===== src/rtl/pwm_timebase_ctrl_if.sv =====
// Bundle between the timer register file / prescaler side and the
// time-base controller. The controller connects through the slave modport;
// the register file (or a bench standing in for it) uses the master modport.
interface pwm_timebase_ctrl_if #(
    parameter int PSC_WIDTH = 16,
    parameter int ARR_WIDTH = 16,
    parameter int RCR_WIDTH = 8
);
    // register-file configuration and strobes
    logic                 cfg_cen_i;
    logic                 cfg_opm_i;
    logic                 cfg_arpe_i;
    logic [PSC_WIDTH-1:0] cfg_psc_i;
    logic [ARR_WIDTH-1:0] cfg_arr_i;
    logic [RCR_WIDTH-1:0] cfg_rcr_i;
    logic                 sw_ug_i;
    logic                 uif_clr_i;
    // prescaler clock-enable feedback
    logic                 ck_cnt_i;
    // controller outputs
    logic                 psc_cen_o;
    logic [PSC_WIDTH-1:0] psc_preload_o;
    logic [ARR_WIDTH-1:0] cnt_o;
    logic [ARR_WIDTH-1:0] arr_active_o;
    logic                 uev_o;
    logic                 uif_o;
    logic                 cen_clr_o;

    modport master (
        output cfg_cen_i, cfg_opm_i, cfg_arpe_i, cfg_psc_i, cfg_arr_i, cfg_rcr_i,
        output sw_ug_i, uif_clr_i, ck_cnt_i,
        input  psc_cen_o, psc_preload_o, cnt_o, arr_active_o, uev_o, uif_o, cen_clr_o
    );

    modport slave (
        input  cfg_cen_i, cfg_opm_i, cfg_arpe_i, cfg_psc_i, cfg_arr_i, cfg_rcr_i,
        input  sw_ug_i, uif_clr_i, ck_cnt_i,
        output psc_cen_o, psc_preload_o, cnt_o, arr_active_o, uev_o, uif_o, cen_clr_o
    );
endinterface


===== src/rtl/pwm_timebase_ctrl.sv =====
// Time-base controller: sequences the prescaler (enable / preload), counts
// its clock-enable pulses into an auto-reload up-counter with a repetition
// counter, and raises update events that commit the shadowed PSC/ARR/RCR.
// Supports one-pulse mode and software update generation. Every output is
// a flop; next values are computed in one combinational block.
module pwm_timebase_ctrl #(
    parameter int PSC_WIDTH = 16,
    parameter int ARR_WIDTH = 16,
    parameter int RCR_WIDTH = 8
) (
    input  logic               clk_i,
    input  logic               rst_i,
    pwm_timebase_ctrl_if.slave bus
);

    typedef enum logic [1:0] {
        ST_IDLE = 2'd0,
        ST_ARM  = 2'd1,
        ST_RUN  = 2'd2,
        ST_STOP = 2'd3
    } state_e;

    state_e               state_q,       state_d;
    logic                 psc_cen_q,     psc_cen_d;
    logic [PSC_WIDTH-1:0] psc_preload_q, psc_preload_d;
    logic [ARR_WIDTH-1:0] cnt_q,         cnt_d;
    logic [ARR_WIDTH-1:0] arr_active_q,  arr_active_d;
    logic [RCR_WIDTH-1:0] rep_cnt_q,     rep_cnt_d;
    logic                 uev_q,         uev_d;
    logic                 uif_q,         uif_d;
    logic                 cen_clr_q,     cen_clr_d;
    // High for the single cycle after a software update in RUN: the
    // prescaler is held off to restart it and counter pulses are dropped.
    logic                 blank_q,       blank_d;
    logic                 ug_evt;

    // Next-state and next-output computation for the whole time base.
    always_comb begin
        state_d       = state_q;
        cnt_d         = cnt_q;
        rep_cnt_d     = rep_cnt_q;
        psc_preload_d = psc_preload_q;
        // Without ARR preload the programmed value is followed every cycle.
        arr_active_d  = bus.cfg_arpe_i ? arr_active_q : bus.cfg_arr_i;
        uev_d         = 1'b0;
        cen_clr_d     = 1'b0;
        blank_d       = 1'b0;
        ug_evt        = 1'b0;

        case (state_q)
            ST_IDLE: begin
                if (bus.sw_ug_i) begin
                    ug_evt = 1'b1;
                end
                if (bus.cfg_cen_i) begin
                    state_d = ST_ARM;
                end
            end

            ST_ARM: begin
                // Prescaler is held disabled this cycle, which clears it,
                // while the shadows pick up the programmed values.
                psc_preload_d = bus.cfg_psc_i;
                arr_active_d  = bus.cfg_arr_i;
                rep_cnt_d     = bus.cfg_rcr_i;
                if (bus.sw_ug_i) begin
                    ug_evt = 1'b1;
                end
                state_d = bus.cfg_cen_i ? ST_RUN : ST_IDLE;
            end

            ST_RUN: begin
                if (!bus.cfg_cen_i) begin
                    // Disable outranks a same-cycle update request.
                    state_d = ST_IDLE;
                end else if (bus.sw_ug_i) begin
                    ug_evt  = 1'b1;
                    blank_d = 1'b1;
                end else if (!blank_q && bus.ck_cnt_i) begin
                    // >= rather than == so a live ARR lowered below the
                    // count still wraps on the next pulse.
                    if (cnt_q < arr_active_q) begin
                        cnt_d = cnt_q + 1'b1;
                    end else begin
                        cnt_d = '0;
                        if (rep_cnt_q != '0) begin
                            rep_cnt_d = rep_cnt_q - 1'b1;
                        end else begin
                            uev_d         = 1'b1;
                            rep_cnt_d     = bus.cfg_rcr_i;
                            psc_preload_d = bus.cfg_psc_i;
                            arr_active_d  = bus.cfg_arr_i;
                            if (bus.cfg_opm_i) begin
                                cen_clr_d = 1'b1;
                                state_d   = ST_STOP;
                            end
                        end
                    end
                end
            end

            ST_STOP: begin
                // Parked after a one-pulse period until software drops CEN.
                cnt_d = '0;
                if (!bus.cfg_cen_i) begin
                    state_d = ST_IDLE;
                end
            end

            default: begin
                state_d = ST_IDLE;
            end
        endcase

        // Software update: restart the period and reload every shadow.
        if (ug_evt) begin
            cnt_d         = '0;
            rep_cnt_d     = bus.cfg_rcr_i;
            psc_preload_d = bus.cfg_psc_i;
            arr_active_d  = bus.cfg_arr_i;
            uev_d         = 1'b1;
        end

        // A new update event wins over a simultaneous flag clear.
        if (uev_d) begin
            uif_d = 1'b1;
        end else if (bus.uif_clr_i) begin
            uif_d = 1'b0;
        end else begin
            uif_d = uif_q;
        end

        psc_cen_d = (state_d == ST_RUN) && !blank_d;
    end

    // State and output registers; reset returns everything to zero.
    always_ff @(posedge clk_i) begin
        if (rst_i) begin
            state_q       <= ST_IDLE;
            psc_cen_q     <= 1'b0;
            psc_preload_q <= '0;
            cnt_q         <= '0;
            arr_active_q  <= '0;
            rep_cnt_q     <= '0;
            uev_q         <= 1'b0;
            uif_q         <= 1'b0;
            cen_clr_q     <= 1'b0;
            blank_q       <= 1'b0;
        end else begin
            state_q       <= state_d;
            psc_cen_q     <= psc_cen_d;
            psc_preload_q <= psc_preload_d;
            cnt_q         <= cnt_d;
            arr_active_q  <= arr_active_d;
            rep_cnt_q     <= rep_cnt_d;
            uev_q         <= uev_d;
            uif_q         <= uif_d;
            cen_clr_q     <= cen_clr_d;
            blank_q       <= blank_d;
        end
    end

    assign bus.psc_cen_o     = psc_cen_q;
    assign bus.psc_preload_o = psc_preload_q;
    assign bus.cnt_o         = cnt_q;
    assign bus.arr_active_o  = arr_active_q;
    assign bus.uev_o         = uev_q;
    assign bus.uif_o         = uif_q;
    assign bus.cen_clr_o     = cen_clr_q;

endmodule


===== src/flat_wrapper.sv =====
// flat-port wrapper written by rule: the top's interface ports become plain ports
module pwm_timebase_ctrl_flat 
#(
    parameter int PSC_WIDTH = 16,
    parameter int ARR_WIDTH = 16,
    parameter int RCR_WIDTH = 8
)
  (clk_i, rst_i, bus_cfg_cen_i, bus_cfg_opm_i, bus_cfg_arpe_i, bus_cfg_psc_i, bus_cfg_arr_i, bus_cfg_rcr_i, bus_sw_ug_i, bus_uif_clr_i, bus_ck_cnt_i, bus_psc_cen_o, bus_psc_preload_o, bus_cnt_o, bus_arr_active_o, bus_uev_o, bus_uif_o, bus_cen_clr_o);
  pwm_timebase_ctrl_if #(.PSC_WIDTH(PSC_WIDTH), .ARR_WIDTH(ARR_WIDTH), .RCR_WIDTH(RCR_WIDTH)) bus_i ();
  input  logic clk_i;
  input  logic rst_i;
  input wire logic [$bits(bus_i.cfg_cen_i)-1:0] bus_cfg_cen_i;
  input wire logic [$bits(bus_i.cfg_opm_i)-1:0] bus_cfg_opm_i;
  input wire logic [$bits(bus_i.cfg_arpe_i)-1:0] bus_cfg_arpe_i;
  input wire logic [$bits(bus_i.cfg_psc_i)-1:0] bus_cfg_psc_i;
  input wire logic [$bits(bus_i.cfg_arr_i)-1:0] bus_cfg_arr_i;
  input wire logic [$bits(bus_i.cfg_rcr_i)-1:0] bus_cfg_rcr_i;
  input wire logic [$bits(bus_i.sw_ug_i)-1:0] bus_sw_ug_i;
  input wire logic [$bits(bus_i.uif_clr_i)-1:0] bus_uif_clr_i;
  input wire logic [$bits(bus_i.ck_cnt_i)-1:0] bus_ck_cnt_i;
  output wire logic [$bits(bus_i.psc_cen_o)-1:0] bus_psc_cen_o;
  output wire logic [$bits(bus_i.psc_preload_o)-1:0] bus_psc_preload_o;
  output wire logic [$bits(bus_i.cnt_o)-1:0] bus_cnt_o;
  output wire logic [$bits(bus_i.arr_active_o)-1:0] bus_arr_active_o;
  output wire logic [$bits(bus_i.uev_o)-1:0] bus_uev_o;
  output wire logic [$bits(bus_i.uif_o)-1:0] bus_uif_o;
  output wire logic [$bits(bus_i.cen_clr_o)-1:0] bus_cen_clr_o;
  assign bus_i.cfg_cen_i = bus_cfg_cen_i;
  assign bus_i.cfg_opm_i = bus_cfg_opm_i;
  assign bus_i.cfg_arpe_i = bus_cfg_arpe_i;
  assign bus_i.cfg_psc_i = bus_cfg_psc_i;
  assign bus_i.cfg_arr_i = bus_cfg_arr_i;
  assign bus_i.cfg_rcr_i = bus_cfg_rcr_i;
  assign bus_i.sw_ug_i = bus_sw_ug_i;
  assign bus_i.uif_clr_i = bus_uif_clr_i;
  assign bus_i.ck_cnt_i = bus_ck_cnt_i;
  assign bus_psc_cen_o = bus_i.psc_cen_o;
  assign bus_psc_preload_o = bus_i.psc_preload_o;
  assign bus_cnt_o = bus_i.cnt_o;
  assign bus_arr_active_o = bus_i.arr_active_o;
  assign bus_uev_o = bus_i.uev_o;
  assign bus_uif_o = bus_i.uif_o;
  assign bus_cen_clr_o = bus_i.cen_clr_o;
  pwm_timebase_ctrl #(.PSC_WIDTH(PSC_WIDTH), .ARR_WIDTH(ARR_WIDTH), .RCR_WIDTH(RCR_WIDTH)) u_core (.clk_i(clk_i), .rst_i(rst_i), .bus(bus_i));
endmodule

===== config.mk =====
export PLATFORM = sky130hd
export DESIGN_NAME = pwm_timebase_ctrl_flat
export DESIGN_NICKNAME = d
export VERILOG_FILES = /design/src/rtl/pwm_timebase_ctrl_if.sv /design/src/rtl/pwm_timebase_ctrl.sv /design/src/flat_wrapper.sv
export SDC_FILE = /design/constraint.sdc
export NUM_CORES = 1
export LEC_CHECK = 0
export ABC_AREA = 1
export BUFFER_PORTS_ARGS = -buffer_cell sky130_fd_sc_hd__buf_4
export CAP_MARGIN = 5
export CORE_ASPECT_RATIO = 0.7
export CORE_UTILIZATION = 45
export DETAILED_ROUTE_END_ITERATION = 10
export PLACE_DENSITY_LB_ADDON = 0.05
export SLEW_MARGIN = 30
export SYNTH_ARGS = -nofsm -noshare
export SYNTH_HDL_FRONTEND = slang
export SYNTH_SLANG_ARGS = --single-unit

===== constraint.sdc =====
create_clock -name clk_i -period 3.6 [get_ports clk_i]
set_input_delay 0.72 -clock clk_i [delete_from_list [all_inputs] [get_ports clk_i]]
set_output_delay 0.72 -clock clk_i [all_outputs]
set_load 0.02 [all_outputs]

Yosys cells after proc, flatten, opt, wreduce, memory -nomap -nowiden
Index checks and enable logic that the tools add are counted.
- shift-type cells: 0
- multiply operators: 0
- div/mod/pow operators: 0
- equal/unequal tests: 12
- bitwise operators: 3
- muxes and demuxes: 51
- reductions and logical operators: 15
- add/subtract/negate cells: 2
- order comparisons: 1
- operators by type and width (operator ; count):
    $mux 16 ; 17
    $pmux 16 s2 ; 3
    $mux 8 ; 6
    $mux 2 ; 9
    $add 16x1->16 const B ; 1
    $lt 16x16->1 ; 1
    $pmux 8 s2 ; 1
    $mux 1 ; 13
    $ne 3x2->1 const B ; 4
    $pmux 2 s4 ; 1
    $reduce_bool 8->1 ; 1
    $sub 8x1->8 const B ; 1
    $reduce_or 7->1 ; 1
    $eq 2x2->1 const B ; 3
    $reduce_and 6->1 ; 1
    $reduce_and 5->1 ; 1
    $ne 2x2->1 const B ; 2
    $reduce_and 4->1 ; 1
    $reduce_bool 2->1 ; 2
    $reduce_or 2->1 ; 2
    $ne 3x1->1 const B ; 1
    $not 1->1 ; 3
    $reduce_bool 3->1 ; 1
    $eq 2x1->1 const B ; 1
    other kinds (5) ; 7
- bits in read-only memories: 0
- register bits after elaboration: 63
- memories kept: 0
- RAM bits: 0
- bits in latches: 0
- input bits: 48
- output and inout bits: 52
- word-level logic and storage cells: 94

Logic depth before layout (Yosys ltp)
- word-level depth: 9
- depth in mapped cells: 18
- mapped depth without buffers: 17

Least setup slack after synthesis
Ideal clock, no wire load.
- path kind: register -> register
- start: register u_core.arr_active_q[15], in the netlist u_core.bus.arr_active_o[15]
- end: register u_core.arr_active_q[12], in the netlist u_core.bus.arr_active_o[12]
- cell stages (with the launch flop): 16
- arrival: 1.903 ns
- buffers on the path: 2
- slack: 1.585 ns
- library setup time: 0.112 ns
- data required time: 3.488 ns
- clock period less this slack: 2.015 ns
- path through: dfxtp_1 inv_1 ha_1 nand2_1 inv_1 nand3_1 nor3_1 nand2_1 nand2_1 buf_2 buf_2 nand4_1 nand3_1 nand2_1 nand2_1 nand2_1
- cells in the longest elaborated chain, start to end: 7
- ends and longest elaborated chain (element ; line ; RTL):
    start, declared ; pwm_timebase_ctrl.sv:27 ; logic [ARR_WIDTH-1:0] arr_active_q, arr_active_d;
    start signal, assigned ; pwm_timebase_ctrl.sv:154 ; arr_active_q <= arr_active_d;
    $lt 16x16->1 ; pwm_timebase_ctrl.sv:82 ; if (cnt_q < arr_active_q) begin
    $mux 16 ; pwm_timebase_ctrl.sv:82 ;
    $mux 16 ; pwm_timebase_ctrl.sv:79 ; end else if (!blank_q && bus.ck_cnt_i) begin
    $mux 16 ; pwm_timebase_ctrl.sv:76 ; end else if (bus.sw_ug_i) begin
    $mux 16 ; pwm_timebase_ctrl.sv:73 ; if (!bus.cfg_cen_i) begin
    $pmux 16 s2 ; pwm_timebase_ctrl.sv:50 ; case (state_q)
    $mux 16 ; pwm_timebase_ctrl.sv:116 ; if (ug_evt) begin
Every way passes these cells.
A chain may end at the register's enable or synchronous reset.

Final worst setup path
- start: register u_core.state_q[1]
- end: register u_core.arr_active_q[8], in the netlist u_core.bus.arr_active_o[8]
- cells in the longest elaborated chain, start to end: 4
- elaborated cells between the ends (all ways): 7
- those cells by class: eq/ne (2); mux (3); reduce/logical (2)
- ends and longest elaborated chain (element ; line ; RTL):
    start, declared ; pwm_timebase_ctrl.sv:23 ; state_e state_q, state_d;
    start signal, assigned ; pwm_timebase_ctrl.sv:150 ; state_q <= state_d;
    $eq 2x1->1 / $logic_not 2->1 (equally long branches) ; pwm_timebase_ctrl.sv:50 ;
    $reduce_or 2->1 (no source line) ; - ;
    $pmux 1 s2 ; pwm_timebase_ctrl.sv:50 ;
    $mux 16 * ; pwm_timebase_ctrl.sv:116 ;
Mark *: on every way between the ends. The rest lies on a longest branch, timed or not.

==> metrics.md <==
| Metric | Value |
|---|---|
| Status | finished clean |
| Clk pin slew, worst setup/hold paths | approximately 0.060 ns |
| Port Buf Inserts | 99 |
| Hold Path Depth | 2 |
| Hold_buf cts | 0 |
| H-Tree Depth | 3 |
| Reg2reg end | u_core.bus.arr_active_o[8] |
| FF-to-FF path depth | 11 |
| Max Transition Viols Final | 0 |
| Top FF cell, synth | dfxtp_1 |
| Critical path class | register to register |
| Worst Path Arrival | between 2 and 3 ns |
| Endpoint type of the worst setup path | register |
| Rows | 28 |
| LEAKAGE | 2.52 nW |
| Vias | 4386 |
| Nets | approximately 780 |
| Max Clock Freq | 373 MHz |
| Crit Path Max Fanout | 17 |
| Worst path buffer plus inverter count | 4 |
| Clk root buf | clkbuf_16 |
| MaxCap Viol Count | 0 |
| FILL cells | 857 |
| Startpoint types | register |
| Critical path, cell by cell | inv_1 -> ha_1 -> inv_1 -> nand3_1 -> nand3_1 -> inv_1 -> nor2_1 -> clkinv_1 -> a31oi_1 -> nand2_1 -> nand2_1 |
| RSZ-0062 raised after global routing | no |
| Grt total ovfl | 0 |
| Worst Tran Pin Value | about 0.6 ns |
| Largest net degree at the start of global routing | 33 |
| Antenna diode count | 0 |
| Worst EP required | roughly 3.9 ns |
| GRT Total Usage | 26.3% |
| Clock latency on the worst-skew pair | ~0.34 ns |
| Multi-input logic area | approximately 2400 sq um |
| Final hold viol count | 0 |
| Rel. slew slack | between 50% and 60% |
| Hold_sp | u_core.bus.psc_preload_o[14] |
| Clock sink count | 63 |
| First-pass GRT wire length | between 15 and 20 mm |
| Synth warnings | 0 |
| Drc violations | 0 |
| Initial antenna violation count | 0 |
| Core region area | 8550 sq um |
| Pwr/cell area | 468 nW/um^2 |
| WL final | roughly 12 mm |
| Area grow syn2layout | 29.2% |
| Setup TNS | 0 ns |
| Register area | about 1300 sq um |
| CTS tree | yes |
| Fin area | around 5200 sq um |
| DIE WIDTH | approximately 110 um |
| Post-Synthesis Cell Area | between 4000 and 5000 sq um |
| Initial Utilization | a little under half |
| Post-DP HPWL | approximately 8.6 mm |
| HP Class | register to register |
| Remaining antenna violation count | 0 |
| Vias/cell | approximately 5.2 |
| Vias in the first global route | a little under 4k |
| Wire per inst | 14.1 um |
| Sequential element share of the synthesized area | between 30% and 40% |
| Slowest CP cell | clkinv_1 |
| Worst min-delay path endpoint | u_core.bus.psc_preload_o[14] |
| Cells after Synth | between 600 and 700 |
| Syn_nets | 694 |
| Period minus WS final | around 2.7 ns |
| Num CTS Buffers | 9 |
| RD Place Congestion | about 0.91 |
| Clk buf depth | 2 |
| Cell mode on critical path | inv_1 |
| Num ports | 100 |
| Final setup viols | 0 |
| CP max stage delay | 0.52 ns |
| First-pass detailed-route iteration total | 5 |
| Number of synthesized flops with an enable pin | 0 |
| DIE AREA | about 9300 sq um |
| Worst VDD drop | ~0.00028 V |
| Initial DRC count | 350 |
| Register-to-Register Setup Slack | a little over 0.9 ns |
| Resize count post-CTS | 0 |
| Avg Cell Area, Syn | about 6.4 sq um |
| Tcrit/Tclk final | between 70% and 80% |
| Worst clock skew | slightly below 0.005 ns |
| #FFs+latches synth | 63 |
| Layout cells sized above 1 | slightly below 20% |
| Setup Buffers After CTS | 0 |
| Worst reg2reg startpoint | u_core.state_q[1] |
| FFs w/ async S/R, synth | 0% |
| Placed cell areas | slightly below 5000 sq um |
| Yosys cell types | 37 |
| Crit path max-delay family | buffers and inverters |
| Height of the die | roughly 81 um |
-- per-layer routing --
metal	routed length, um	vias to the layer above	track usage [%]
met5	0	-	0
met4	136	0	8.83
met3	819	13	6.79
met2	5180	162	38.7
met1	5680	1992	37.0
li1	-	2219	-
-- cell families after synthesis --
logic type,count (synthesis),share of synthesized area (%)
buffers and inverters,94,9.41
adders and majority gates,21,6.54
muxes,1,0.249
xor gates and xnor gates,10,2.18
and+or+nand+nor,320,34.8
DFF,63,31.4
AOI/OAI and AO/OA,116,15.4
-- power breakdown --
part           total (W)  internal [W]  switching, W
Combinational   0.000592      0.000220      0.000372
Sequential      0.000798      0.000759     0.0000393
Clock            0.00104      0.000714      0.000325
-- state kept, by name (all words and copies together), names as in the netlist --
register / flops
u_core.bus.arr_active_o: 16
u_core.bus.cnt_o: 16
u_core.bus.psc_preload_o: 16
u_core.rep_cnt_q: 8
u_core.state_q: 2
u_core.blank_q: 1
u_core.bus.cen_clr_o: 1
u_core.bus.psc_cen_o: 1
u_core.bus.uev_o: 1
u_core.bus.uif_o: 1
-- synthesized netlist by cell type, types with 3 or more instances --
cell | number | share of area, %
nor2_2 | 3 | 0.47
dfxtp_1 | 63 | 31
nor2_1 | 33 | 3.1
nand3_1 | 59 | 7.4
nor3_1 | 6 | 0.75
a21oi_1 | 60 | 7.5
nand2_2 | 5 | 0.78
nand2_1 | 191 | 18
xnor2_1 | 3 | 0.65
buf_2 | 11 | 1.4
nand4_1 | 11 | 1.7
o21ai_0 | 36 | 4.5
clkbuf_1 | 11 | 1.0
inv_2 | 4 | 0.37
inv_1 | 63 | 5.9
a31oi_1 | 6 | 0.93
nor2_4 | 3 | 0.84
o22ai_1 | 5 | 0.78
nor3b_1 | 4 | 0.75
xor2_1 | 7 | 1.5
ha_1 | 21 | 6.5
o21ai_1 | 3 | 0.37
-- area by class of cell --
class | count | share of cell area [%]
Clock buffer | 11 | 4.87
Sequential cell | 63 | 24.3
Inverter | 68 | 4.92
Multi-Input combinational cell | 468 | 45.8
Clock inverter | 5 | 2.00
Timing Repair Buffer | 105 | 15.2
Tap cell | 120 | 2.89
-- stage by stage --
stage / hold WS, ns / total power, W / util [%] / setup WS, ns / cells
finish: 0.463 / 0.00243 / 60.7 / 0.922 / 840
global route: 0.480 / 0.00255 / 60.7 / 0.636 / 840
CTS: 0.466 / 0.00245 / 60.7 / 0.943 / 840
detailed placement: 0.457 / 0.00140 / 56.5 / 0.994 / 824
global placement: 0.453 / 0.00138 / 56.5 / 1.06 / 824
floorplan: 0.448 / 0.00119 / - / 1.58 / 625
-- worst max path at each step --
| stage | start | end | slack [ns] | depth (start not counted) |
|---|---|---|---|---|
| 5_1_grt | u_core.state_q[1] | u_core.bus.arr_active_o[3] | 0.64 | 11 |
| 3_5_place_dp | u_core.state_q[1] | u_core.bus.arr_active_o[14] | 0.99 | 11 |
| 3_3_place_gp | u_core.state_q[1] | u_core.bus.arr_active_o[14] | 1.06 | 11 |
| 4_1_cts | u_core.state_q[1] | u_core.bus.arr_active_o[13] | 0.94 | 11 |
| 6_report | u_core.state_q[1] | u_core.bus.arr_active_o[8] | 0.92 | 11 |
| 2_1_floorplan | u_core.bus.arr_active_o[15] | u_core.bus.arr_active_o[12] | 1.58 | 15 |
-- placed cells by master (no fill, tap or decap), types with 3 or more instances in the layout --
cell and count:
inv_2 4, nor2_2 3, xor2_1 7, nand4_1 11
a31oi_1 6, clkbuf_16 9, o21ai_1 3, nand3_1 59
xnor2_1 3, a21oi_1 60, o22ai_1 5, o21ai_0 36
inv_1 63, nand2_2 5, nor2_4 3, nor3b_1 4
nor3_1 6, buf_4 105, dfxtp_1 63, nor2_1 33
bufinv_16 3, ha_1 21, nand2_1 191
-- worst min-delay path: cells and delay by family, from the launching register on --
family / cells / cell delay [ns]
DFF: 1 / 0.31
and+or+nand+nor: 1 / 0.06
AOI/OAI and AO/OA: 1 / 0.05
Power figures use the tool's default switching activity.
